`config.mk`:
```
export PLATFORM = sky130hd
export DESIGN_NAME = fp16_subtractor_seq_flat
export DESIGN_NICKNAME = d
export VERILOG_FILES = /design/src/rtl/fp16_subtractor_seq_if.sv /design/src/rtl/fp16_subtractor_seq.sv /design/src/flat_wrapper.sv
export SDC_FILE = /design/constraint.sdc
export NUM_CORES = 1
export LEC_CHECK = 0
export ABC_AREA = 1
export BUFFER_PORTS_ARGS = -buffer_cell sky130_fd_sc_hd__buf_2
export CAP_MARGIN = 20
export CORE_UTILIZATION = 61
export DETAILED_ROUTE_END_ITERATION = 10
export PLACE_DENSITY = 0.8
export SLEW_MARGIN = 20
export SYNTH_ARGS = -nofsm -noshare
export SYNTH_HDL_FRONTEND = slang
export SYNTH_SLANG_ARGS = --single-unit
```
`constraint.sdc`:
```
create_clock -name CLK -period 5.4 [get_ports CLK]
set_clock_uncertainty 0.1 [all_clocks]
set_input_delay 1.08 -clock CLK [delete_from_list [all_inputs] [get_ports CLK]]
set_output_delay 1.08 -clock CLK [all_outputs]
set_load 0.05 [all_outputs]
```
`src/rtl/fp16_subtractor_seq_if.sv`:
```
// Handshake and operand/result bundle for the multi-cycle fp16 subtractor.
// The requester drives start/A/B; the subtractor answers with busy/done/diff.
interface fp16_subtractor_seq_if;
  logic        start;
  logic [15:0] A;
  logic [15:0] B;
  logic        busy;
  logic        done;
  logic [15:0] diff;

  modport master (
    output start, A, B,
    input  busy, done, diff
  );

  modport slave (
    input  start, A, B,
    output busy, done, diff
  );
endinterface

```
`src/rtl/fp16_subtractor_seq.sv`:
```
// Multi-cycle IEEE-754 half-precision subtractor (diff = A - B), flush-to-zero,
// round to nearest even. Normalisation shifts one bit per cycle.
module fp16_subtractor_seq #(
  parameter int unsigned EXP_BIAS = 15,
  parameter logic [15:0] QNAN     = 16'h7E00
) (
  input  logic                 CLK,
  input  logic                 RESET,
  fp16_subtractor_seq_if.slave bus
);

  typedef enum logic [2:0] {IDLE, ALIGN, SUB, NORM, ROUND} state_e;

  state_e      state_q, state_d;
  logic        busy_q, busy_d;
  logic        done_q, done_d;
  logic [15:0] diff_q, diff_d;
  logic [15:0] a_q, a_d;
  logic [15:0] b_q, b_d;
  logic        special_q, special_d;
  logic [15:0] spec_res_q, spec_res_d;
  logic        sign_q, sign_d;
  logic        eff_sub_q, eff_sub_d;
  logic [5:0]  exp_q, exp_d;
  logic [13:0] ma_q, ma_d;
  logic [13:0] mb_q, mb_d;
  logic [14:0] mant_q, mant_d;

  // Special-operand screening on the raw inputs, used only on the capture edge.
  logic        a_nan, b_nan, a_inf, b_inf, a_zero, b_zero, b_sign_eff;
  logic        spec_hit;
  logic [15:0] spec_val;

  always_comb begin
    a_nan      = (bus.A[14:10] == 5'h1f) && (bus.A[9:0] != '0);
    b_nan      = (bus.B[14:10] == 5'h1f) && (bus.B[9:0] != '0);
    a_inf      = (bus.A[14:10] == 5'h1f) && (bus.A[9:0] == '0);
    b_inf      = (bus.B[14:10] == 5'h1f) && (bus.B[9:0] == '0);
    a_zero     = (bus.A[14:10] == '0);
    b_zero     = (bus.B[14:10] == '0);
    b_sign_eff = ~bus.B[15];
    spec_hit   = 1'b1;
    spec_val   = '0;
    if (a_nan || b_nan)
      spec_val = QNAN;
    else if (a_inf && b_inf && (bus.A[15] == bus.B[15]))
      spec_val = QNAN;
    else if (a_inf)
      spec_val = bus.A;
    else if (b_inf)
      spec_val = {b_sign_eff, bus.B[14:0]};
    else if (a_zero && b_zero)
      spec_val = (bus.A[15] && b_sign_eff) ? 16'h8000 : 16'h0000;
    else if (a_zero)
      spec_val = {b_sign_eff, bus.B[14:0]};
    else if (b_zero)
      spec_val = bus.A;
    else
      spec_hit = 1'b0;
  end

  // Alignment: larger magnitude first, smaller right-shifted with sticky collection.
  logic        a_ge_b;
  logic [15:0] big_op;
  logic [14:0] small_op;
  logic [4:0]  exp_diff;
  logic [27:0] small_ext;
  logic [13:0] small_sh;

  always_comb begin
    a_ge_b    = a_q[14:0] >= b_q[14:0];
    big_op    = a_ge_b ? a_q : b_q;
    small_op  = a_ge_b ? b_q[14:0] : a_q[14:0];
    exp_diff  = big_op[14:10] - small_op[14:10];
    small_ext = {1'b1, small_op[9:0], 3'b000, 14'h0000} >> exp_diff;
    if (exp_diff >= 5'd13)
      small_sh = 14'd1;
    else
      small_sh = {small_ext[27:15], small_ext[14] | (|small_ext[13:0])};
  end

  // Round to nearest even on {LSB, G, R, S} = mant_q[3:0].
  logic        round_inc;
  logic [11:0] rnd;
  logic [5:0]  exp_r;
  logic [15:0] round_val;

  always_comb begin
    round_inc = mant_q[2] & (mant_q[1] | mant_q[0] | mant_q[3]);
    rnd       = {1'b0, mant_q[13:3]} + {11'd0, round_inc};
    exp_r     = exp_q + {5'd0, rnd[11]};
    if (exp_r >= 6'd31)
      round_val = {sign_q, 5'h1f, 10'h000};
    else
      round_val = {sign_q, exp_r[4:0], rnd[11] ? rnd[10:1] : rnd[9:0]};
  end

  always_comb begin
    state_d    = state_q;
    busy_d     = busy_q;
    done_d     = 1'b0;
    diff_d     = diff_q;
    a_d        = a_q;
    b_d        = b_q;
    special_d  = special_q;
    spec_res_d = spec_res_q;
    sign_d     = sign_q;
    eff_sub_d  = eff_sub_q;
    exp_d      = exp_q;
    ma_d       = ma_q;
    mb_d       = mb_q;
    mant_d     = mant_q;
    case (state_q)
      IDLE: begin
        if (bus.start) begin
          a_d        = bus.A;
          b_d        = {~bus.B[15], bus.B[14:0]};
          special_d  = spec_hit;
          spec_res_d = spec_val;
          busy_d     = 1'b1;
          state_d    = ALIGN;
        end
      end
      ALIGN: begin
        if (special_q) begin
          diff_d  = spec_res_q;
          done_d  = 1'b1;
          busy_d  = 1'b0;
          state_d = IDLE;
        end else begin
          sign_d    = big_op[15];
          exp_d     = {1'b0, big_op[14:10]};
          ma_d      = {1'b1, big_op[9:0], 3'b000};
          mb_d      = small_sh;
          eff_sub_d = a_q[15] ^ b_q[15];
          state_d   = SUB;
        end
      end
      SUB: begin
        mant_d  = eff_sub_q ? ({1'b0, ma_q} - {1'b0, mb_q})
                            : ({1'b0, ma_q} + {1'b0, mb_q});
        state_d = NORM;
      end
      NORM: begin
        if (mant_q == '0) begin
          diff_d  = '0;
          done_d  = 1'b1;
          busy_d  = 1'b0;
          state_d = IDLE;
        end else if (mant_q[14]) begin
          mant_d  = {1'b0, mant_q[14:2], mant_q[1] | mant_q[0]};
          exp_d   = exp_q + 6'd1;
          state_d = ROUND;
        end else if (!mant_q[13]) begin
          // Another left shift would take the exponent to zero: flush instead.
          if (exp_q == 6'd1) begin
            diff_d  = '0;
            done_d  = 1'b1;
            busy_d  = 1'b0;
            state_d = IDLE;
          end else begin
            mant_d = {mant_q[13:0], 1'b0};
            exp_d  = exp_q - 6'd1;
          end
        end else begin
          state_d = ROUND;
        end
      end
      ROUND: begin
        diff_d  = round_val;
        done_d  = 1'b1;
        busy_d  = 1'b0;
        state_d = IDLE;
      end
      default: begin
        busy_d  = 1'b0;
        state_d = IDLE;
      end
    endcase
  end

  always_ff @(posedge CLK or posedge RESET) begin
    if (RESET) begin
      state_q    <= IDLE;
      busy_q     <= 1'b0;
      done_q     <= 1'b0;
      diff_q     <= '0;
      a_q        <= '0;
      b_q        <= '0;
      special_q  <= 1'b0;
      spec_res_q <= '0;
      sign_q     <= 1'b0;
      eff_sub_q  <= 1'b0;
      exp_q      <= '0;
      ma_q       <= '0;
      mb_q       <= '0;
      mant_q     <= '0;
    end else begin
      state_q    <= state_d;
      busy_q     <= busy_d;
      done_q     <= done_d;
      diff_q     <= diff_d;
      a_q        <= a_d;
      b_q        <= b_d;
      special_q  <= special_d;
      spec_res_q <= spec_res_d;
      sign_q     <= sign_d;
      eff_sub_q  <= eff_sub_d;
      exp_q      <= exp_d;
      ma_q       <= ma_d;
      mb_q       <= mb_d;
      mant_q     <= mant_d;
    end
  end

  assign bus.busy = busy_q;
  assign bus.done = done_q;
  assign bus.diff = diff_q;

  a_busy_done_excl: assert property (@(posedge CLK) disable iff (RESET) !(busy_q && done_q));
  a_exp_range:      assert property (@(posedge CLK) disable iff (RESET) exp_q <= 6'(2 * EXP_BIAS + 2));

endmodule

```
`src/flat_wrapper.sv`:
```
// flat-port wrapper written by rule: the top's interface ports become plain ports
module fp16_subtractor_seq_flat 
#(
  parameter int unsigned EXP_BIAS = 15,
  parameter logic [15:0] QNAN     = 16'h7E00
)
  (CLK, RESET, bus_start, bus_A, bus_B, bus_busy, bus_done, bus_diff);
  fp16_subtractor_seq_if bus_i ();
  input  logic CLK;
  input  logic RESET;
  input wire logic [$bits(bus_i.start)-1:0] bus_start;
  input wire logic [$bits(bus_i.A)-1:0] bus_A;
  input wire logic [$bits(bus_i.B)-1:0] bus_B;
  output wire logic [$bits(bus_i.busy)-1:0] bus_busy;
  output wire logic [$bits(bus_i.done)-1:0] bus_done;
  output wire logic [$bits(bus_i.diff)-1:0] bus_diff;
  assign bus_i.start = bus_start;
  assign bus_i.A = bus_A;
  assign bus_i.B = bus_B;
  assign bus_busy = bus_i.busy;
  assign bus_done = bus_i.done;
  assign bus_diff = bus_i.diff;
  fp16_subtractor_seq #(.EXP_BIAS(EXP_BIAS), .QNAN(QNAN)) u_core (.CLK(CLK), .RESET(RESET), .bus(bus_i));
endmodule
```
== Yosys cells after proc, flatten, opt, wreduce, memory -nomap -nowiden ==
Cells that the tools add are included.

* Flip-flop bits (word level): 118
* Input port bits: 35
* Word-level logic and storage cells: 139
* Output and inout port bits: 18

* Bitwise logic cells: 8
* Shifts and indexed selects: 1
* Multiplexer cells: 58
* $add $sub $neg: 7
* Reductions and logical operators: 29
* Equality and inequality tests: 18
* $lt $le $gt $ge: 3

{| class="wikitable"
|+ Operators by type and width
! operator !! count
|-
| $mux 16 || 14
|-
| $mux 15 || 6
|-
| $pmux 16 s3 || 1
|-
| $mux 6 || 5
|-
| $pmux 15 s2 || 1
|-
| $mux 14 || 2
|-
| $shr 28x5->28 || 1
|-
| $logic_not 10->1 || 2
|-
| $reduce_bool 10->1 || 2
|-
| $mux 1 || 18
|-
| $add 14x14->15 || 1
|-
| $ge 15x15->1 || 1
|-
| $logic_not 15->1 || 1
|-
| $mux 3 || 5
|-
| $sub 14x14->15 || 1
|-
| $reduce_or 14->1 || 1
|-
| $add 11x1->12 || 1
|-
| $pmux 3 s4 || 1
|-
| $pmux 6 s2 || 1
|-
| $eq 5x5->1 const B || 2
|-
| $logic_not 5->1 || 2
|-
| $mux 10 || 1
|-
| $reduce_and 5->1 || 2
|-
| $logic_and 1x1->1 || 8
|-
| other kinds (31) || 44
|}

== Depth between registers and ports, before layout ==
Gate-level depths: netlist (run 1).

* Depth after elaboration: 8
* Gate-level depth with buffers: 26

== Least setup slack after synthesis (run 1) ==
OpenSTA, ideal clock, no wires.

* Path type: register to register
* From: register u_core.b_q[12]
* To: register u_core.mb_q[0]
* Setup time: 0.120 ns
* Data required time: 5.180 ns
* Buffers on the path: 2
* Slack: 2.173 ns
* Period minus slack after synthesis: 3.227 ns
* Arrival: 3.007 ns
* Stages on the path, launching flop included: 24
* Cell sequence: dfrtp_1 inv_1 ha_1 buf_6 nand2_1 nand2_1 nand2_1 nand3_2 nor2_2 nand3_4 inv_6 nand2_2 o21ai_2 o21ai_2 ha_1 inv_1 clkbuf_1 nand3_1 nand2_1 nand2_1 nor3b_1 nor2_1 nor2_1 a21oi_2

* Word-level cells in the longest chain between the ends: 7
* Elaborated cells between the ends (all ways): 9

{| class="wikitable"
|+ RTL lines
! what !! RTL line !! text
|-
| from (decl) || fp16_subtractor_seq.sv:19 || <nowiki>logic [15:0] b_q, b_d;</nowiki>
|-
| from (signal assigned) || fp16_subtractor_seq.sv:189 || <nowiki>b_q <= '0;</nowiki>
|-
| from (signal assigned) || fp16_subtractor_seq.sv:204 || <nowiki>b_q <= b_d;</nowiki>
|-
| $ge 15x15->1 || fp16_subtractor_seq.sv:71 || <nowiki>a_ge_b = a_q[14:0] >= b_q[14:0];</nowiki>
|-
| $mux 16 or $mux 15 (tied branches) || fp16_subtractor_seq.sv:72, fp16_subtractor_seq.sv:73 ||
|-
| $sub 5x5->5 || fp16_subtractor_seq.sv:74 || <nowiki>exp_diff = big_op[14:10] - small_op[14:10];</nowiki>
|-
| $shr 28x5->28 || fp16_subtractor_seq.sv:75 || <nowiki>small_ext = {1'b1, small_op[9:0], 3'b000, 14'h0000} >> exp_diff;</nowiki>
|-
| $reduce_or 14->1 || fp16_subtractor_seq.sv:79 || <nowiki>small_sh = {small_ext[27:15], small_ext[14] | (|small_ext[13:0])};</nowiki>
|-
| $or 1x1->1 || fp16_subtractor_seq.sv:79 ||
|-
| $mux 14 (*) || fp16_subtractor_seq.sv:76 || <nowiki>if (exp_diff >= 5'd13)</nowiki>
|-
| to (signal assigned) || fp16_subtractor_seq.sv:211 || <nowiki>mb_q <= mb_d;</nowiki>
|-
| to (decl) || fp16_subtractor_seq.sv:26 || <nowiki>logic [13:0] mb_q, mb_d;</nowiki>
|}

Every way passes the cells marked *; elsewhere a longest branch is shown, timed or not.
A chain may end at the register's enable or synchronous reset.

== Final worst setup path (run 1) ==
* From: register u_core.b_q[10]
* To: register u_core.mb_q[0]

The elaborated chain is that of the path after synthesis.

==> results.cfg, run 1 <==
[clock_tree]
post-cts-setup-buffers = 0
path_clk_slew_ns = 0.06
cts_resized = 0
postCtsHoldBufs = 0
cts_made_buffers = 17
root_buffer = clkbuf_16
htreeDepth = 4
clock_latency_ns = 0.43
cts_tree = done
clk_path_buf_depth = 2
clock_sinks = 118

[synthesis]
synth.avg_cell_area_um2 = 7.283
netlist_area_um2 = 8259
synth_top_flop_cell = dfrtp_1
synth_edf_count = 0
synth.most_common_cell = nand2_1
ys_top_cells_by_count = 270 x nand2_1, 127 x inv_1, 118 x dfrtp_1
synth-seq-cells = 118
yosys.area.top_type_share = 0.3575
yosysWarnings = 0
synthArstFlopShare = 1.000
synthDistinctLibCells = 59
synth_area_leaders = dfrtp_1 36%, nand2_1 12%, ha_1 7.0%, o21ai_0 6.9%, inv_1 5.8%
synth_top_area_cell = dfrtp_1
syn-num-nets = 1216
seq_area_frac_synth = 0.3575
synthCells = 1134

[min_path]
hold_class = reg -> reg

[layout]
nets = 1247
drive_gt1_frac = 0.1180
antenna_cells = 0
synthToLayoutAreaGrowth_pct = 11.12

[setup_path]
critPathArrivalTime_ns = 4.37
slowest_stage = ha_1
crit_required_ns = 5.61
cp-end-kind = flip-flop
worstSetupStartpointType = flip-flop
cpMostUsedCell = nand2_1
cpPeakStageDelay_ns = 0.61
crit_fanout = 27
setup.worst_path.class = reg -> reg
path_cells = inv_1 > ha_1 > nand2_1 > inv_1 > nand3_1 > nor2_2 > nand2_2 > nand3_4 > inv_6 > o21ai_2 > o21ai_2 > ha_1 > inv_1 > nand3_1 > nand2_1 > nand2_1 > nand2_1 > nand2_1 > nor2_1 > nand3_1 > nand2_1 > a21oi_2
critPathTopFamily = simple AND/OR/NAND/NOR gates
path_buf_inv = 4

[placement]
dpl.hpwl_mm = 17.84
gp_congestion = 0.9984
port_buffers = 52

[routing]
routed_via_density = 6.050
drc = 0
totalWireLength_mm = 24.20
first_iter_violations = 938
ant_nets = 0
dr_total_vias = 8192
dr.pass1.iters = 6
wl_per_cell_um = 17.87

[sta]
timing.max_slew.rel_slack = 0.4839
rsz0062_at_grt = false
slew_violations = 0
tightest_slew_ns = 0.7713
fin_tns_setup_ns = 0
hold_viol_final = 0
finalCritPeriodShare = 0.7693
timing.fmax_mhz = 240.7
finalSetupViolations = 0
finalCriticalPeriod_ns = 4.154

[floorplanning]
die_y_um = 118.4
row_count = 42
placeableCoreArea_um2 = 13240
start_util = 0.6237
ios = 53
dieWidth_um = 118.4
die-area_um2 = 14010

[run_status]
outcome = finished clean

[global_route]
grt_antenna_before_repair = 0
grtUsageTotal = 0.3646
grt_max_degree = 51
grt_pass1_wl_mm = 39.64
grt_pass1_vias = 7714
grt_overflow = 0

[run]
maxCapViolCount = 0
## kinds of logic after synthesis
family,Yosys count,synth area share
adders and majority gates,47,0.07211
DFF,118,0.3575
AOI/OAI and AO/OA,275,0.1942
xor gates and xnor gates,24,0.02545
and+or+nand+nor,486,0.2597
buffers and inverters,184,0.09105
## cells in the final DEF (no fill, tap or decap), types with 15 or more instances in the layout
cell type,instances
a21oi_1,67
a22oi_1,19
buf_2,52
clkbuf_16,17
dfrtp_1,118
ha_1,46
inv_1,125
nand2_1,270
nand3_1,77
nand4_1,16
nor2_1,73
o21ai_0,114
o22ai_1,15
xor2_1,22
## worst register-to-register path: stages, from the launching register on
cell and delay [ns]:
dfrtp_1 0.37, inv_1 0.10, ha_1 0.61, nand2_1 0.16, inv_1 0.10, nand3_1 0.08
nor2_2 0.10, nand2_2 0.16, nand3_4 0.30, inv_6 0.12, o21ai_2 0.17, o21ai_2 0.09
ha_1 0.44, inv_1 0.38, nand3_1 0.15, nand2_1 0.11, nand2_1 0.07, nand2_1 0.08
nand2_1 0.05, nor2_1 0.09, nand3_1 0.08, nand2_1 0.07, a21oi_2 0.05
## per-stage QoR
| stage | setup slack, ns | util | instance area (um^2) | hold slack [ns] | cells |
|---|---|---|---|---|---|
| 2_1_floorplan | 1.091 | - | 8259 | 0.3494 | 1134 |
| 3_3_place_gp | 1.400 | 0.6462 | 8557 | 0.3669 | 1321 |
| 3_5_place_dp | 1.329 | 0.6473 | 8572 | 0.3745 | 1322 |
| 4_1_cts | 1.314 | 0.6924 | 9169 | 0.3896 | 1354 |
| 5_1_grt | 0.7710 | 0.6930 | 9178 | 0.4125 | 1354 |
| 6_report | 1.246 | 0.6930 | 9178 | 0.3866 | 1354 |
## routing by layer
| metal | GRT usage | routed length [um] |
|---|---|---|
| met3 | 0.06226 | 1848 |
| met5 | 0 | 0 |
| met4 | 0.1474 | 739 |
| met1 | 0.5055 | 10750 |
| met2 | 0.5665 | 10860 |
## final timing paths
check | from | end | slack [ns] | depth (start not counted)
worst max-delay path | u_core.b_q[10]$_DFFE_PP0P_ | u_core.mb_q[0]$_DFFE_PP0P_ | 1.25 | 22
worst min-delay path | u_core.spec_res_q[2]$_DFFE_PP0P_ | u_core.spec_res_q[2]$_DFFE_PP0P_ | 0.39 | 2
worst max register to register | u_core.b_q[10]$_DFFE_PP0P_ | u_core.mb_q[0]$_DFFE_PP0P_ | 1.25 | 22
worst min register to register | u_core.spec_res_q[2]$_DFFE_PP0P_ | u_core.spec_res_q[2]$_DFFE_PP0P_ | 0.39 | 2
max in group asynchronous | RESET | u_core.mant_q[5]$_DFFE_PP0P_ | 3.66 | 3
min in group asynchronous | RESET | u_core.spec_res_q[12]$_DFFE_PP0P_ | 0.63 | 2
## cell type report
class                           instances  area (um^2)
Multi-Input combinational cell        832         4566
Sequential cell                       118         2953
Clock buffer                           17        425.4
Fill cell                            1181         4065
Clock inverter                         15        171.4
Tap cell                              176        220.2
Timing Repair Buffer                   58        312.8
Inverter                              138        529.3
## registers in the layout, summed over array words and instances (netlist names)
name and flops:
u_core.a_q 16, u_core.b_q 16, u_core.bus.busy 1, u_core.bus.diff 16, u_core.bus.done 1, u_core.eff_sub_q 1, u_core.exp_q 6, u_core.ma_q 11
u_core.mant_q 15, u_core.mb_q 14, u_core.sign_q 1, u_core.spec_res_q 16, u_core.special_q 1, u_core.state_q 3
Power of run 1 is not shown: default switching activity piles up to over one toggle a cycle in this logic, so the estimate is an artifact.
==> inputs of run 2 (changes only) <==
Settings changed: ABC_AREA 1 to 0, CORE_UTILIZATION 61 to 56, PLACE_DENSITY 0.8 to 0.78.
Clock period 5.4 ns to 3.4 ns, I/O delays scaled along.
==> results.cfg, run 2 <==
[layout]
synthToLayoutAreaGrowth_pct = 26.68
antenna_cells = 0
drive_gt1_frac = 0.2534
fin_util = 0.7294
nets = 1186
layout_commonest_cell = nand2_1
final_cell_mix = 161 x nand2_1, 118 x dfrtp_1, 116 x buf_4
final_area_um2 = 10160

[routing]
first_iter_violations = 902
totalWireLength_mm = 24.88
drc = 0
dr_total_vias = 8164
dr.pass1.iters = 5
wl_per_cell_um = 19.18
ant_nets = 0
routed_via_density = 6.295

[floorplanning]
start_util = 0.5757
dieWidth_um = 121.7
die_y_um = 121.7
die-area_um2 = 14810
row_count = 43
ios = 53
placeableCoreArea_um2 = 13930

[synthesis]
yosys.area.top_type_share = 0.3681
seq_area_frac_synth = 0.3681
synth_area_leaders = dfrtp_1 37%, nand2_1 7.6%, ha_1 7.2%, o21ai_0 4.9%, a21oi_1 4.2%
synth.most_common_cell = nand2_1
ys_top_cells_by_count = 163 x nand2_1, 118 x dfrtp_1, 78 x o21ai_0
synth_top_flop_cell = dfrtp_1
synth-seq-cells = 118
synth_top_area_cell = dfrtp_1
netlist_area_um2 = 8023
synth.avg_cell_area_um2 = 8.296
synthArstFlopShare = 1.000
yosysWarnings = 0
syn-num-nets = 1049
synthCells = 967
synth_edf_count = 0
synthDistinctLibCells = 69

[clock_tree]
htreeDepth = 4
root_buffer = clkbuf_16
cts_made_buffers = 17
clock_latency_ns = 0.43
cts_tree = done
clk_path_buf_depth = 2
path_clk_slew_ns = 0.06
clock_sinks = 118

[setup_path]
r2r_start = u_core.b_q[8]$_DFFE_PP0P_
worstSetupStartpointType = flip-flop
path_buf_inv = 2
rrSetupSlack_ns = 0.003
crit_required_ns = 3.58
critPathArrivalTime_ns = 3.58
cp-end-kind = flip-flop
cpPeakStageDelay_ns = 0.39
setup.worst_path.class = reg -> reg
r2r_cells = 14
cpMostUsedCell = ha_4
critPathTopFamily = compound AO/OA/AOI/OAI gates
timing.rr.end = u_core.mb_q[0]$_DFFE_PP0P_
crit_fanout = 5
slowest_stage = mux4_2
path_cells = inv_2 > ha_4 > and4_4 > nand4_4 > o21ai_4 > mux2i_4 > ha_4 > buf_6 > mux4_2 > nand3_2 > nor3_2 > a21oi_2 > o41ai_2 > a22oi_1

[min_path]
hold_class = in -> async

[sta]
slew_violations = 0
finalCriticalPeriod_ns = 3.397
timing.fmax_mhz = 294.4
timing.max_slew.rel_slack = 0.4258
tightest_slew_ns = 0.8581
rsz0062_at_grt = true
hold_viol_final = 0
finalCritPeriodShare = 0.9991
finalSetupViolations = 0

[run]
maxCapViolCount = 0

[placement]
gp_congestion = 0.9865
dpl_cell_area_um2 = 9076
dpl.hpwl_mm = 16.98
port_buffers = 52

[global_route]
grt_pass1_wl_mm = 38.27
grt_overflow = 0
grt_antenna_before_repair = 0
grt_pass1_vias = 7514
grtUsageTotal = 0.3367
grt_max_degree = 65

[run_status]
outcome = finished clean
[run 2: cell families (layout without fill, tap and decap cells)]
family	after synthesis	count (layout)	share of synthesized area
buffers and inverters	110	260	0.05568
adders and majority gates	48	48	0.07548
and+or+nand+nor	338	338	0.1893
AOI/OAI and AO/OA	299	299	0.2431
DFF	118	118	0.3681
muxes	27	27	0.03790
xor gates and xnor gates	27	27	0.03041
[run 2: how the worst max path moves through the flow]
stage	start	endpoint	slack (ns)	cells past startpoint
3_3_place_gp	u_core.b_q[10]$_DFFE_PP0P_	u_core.mb_q[0]$_DFFE_PP0P_	-0.01	15
5_1_grt	u_core.b_q[6]$_DFFE_PP0P_	u_core.mb_q[0]$_DFFE_PP0P_	-0.10	15
2_1_floorplan	u_core.a_q[10]$_DFFE_PP0P_	u_core.mb_q[0]$_DFFE_PP0P_	-0.13	15
6_report	u_core.b_q[8]$_DFFE_PP0P_	u_core.mb_q[0]$_DFFE_PP0P_	0.003	14
4_1_cts	u_core.b_q[13]$_DFFE_PP0P_	u_core.mb_q[0]$_DFFE_PP0P_	0.008	15
3_5_place_dp	u_core.b_q[10]$_DFFE_PP0P_	u_core.mb_q[0]$_DFFE_PP0P_	-0.19	16
[run 2: cell type report]
type                    instances  area (um^2)
clock buffers                  19        432.9
clock inverters                13        173.9
fillers                      1003         3771
inverters                      57        222.7
multi-input cells             739         4982
flip-flops and latches        118         2953
well taps                     180        225.2
repair buffers                171         1174
[run 2: what timing repair did]
action	CTS	global route
hold buffers	0	0
resized for setup	20	55
endpoints found under the setup margin	11	25
buffers inserted	8	13
pin swaps	14	21
[run 2: metrics by stage]
stage	hold WS, ns	setup TNS, ns	setup slack [ns]	std cells
2_1_floorplan	0.3436	-0.1274	-0.1274	967
3_3_place_gp	0.3559	-0.01063	-0.01063	1246
3_5_place_dp	0.3599	-0.6981	-0.1878	1246
4_1_cts	0.2811	0	0.007529	1285
5_1_grt	0.3113	-0.4809	-0.1041	1297
6_report	0.2544	0	0.003156	1297
[run 2: per-layer routing]
metal	track usage	vias up	routed length (um)
li1	-	3770	-
met1	0.4623	3896	10500
met2	0.5107	429	11480
met3	0.06273	69	1895
met4	0.1667	0	997
met5	0	-	0
Power of run 2 is left out for the same reason.
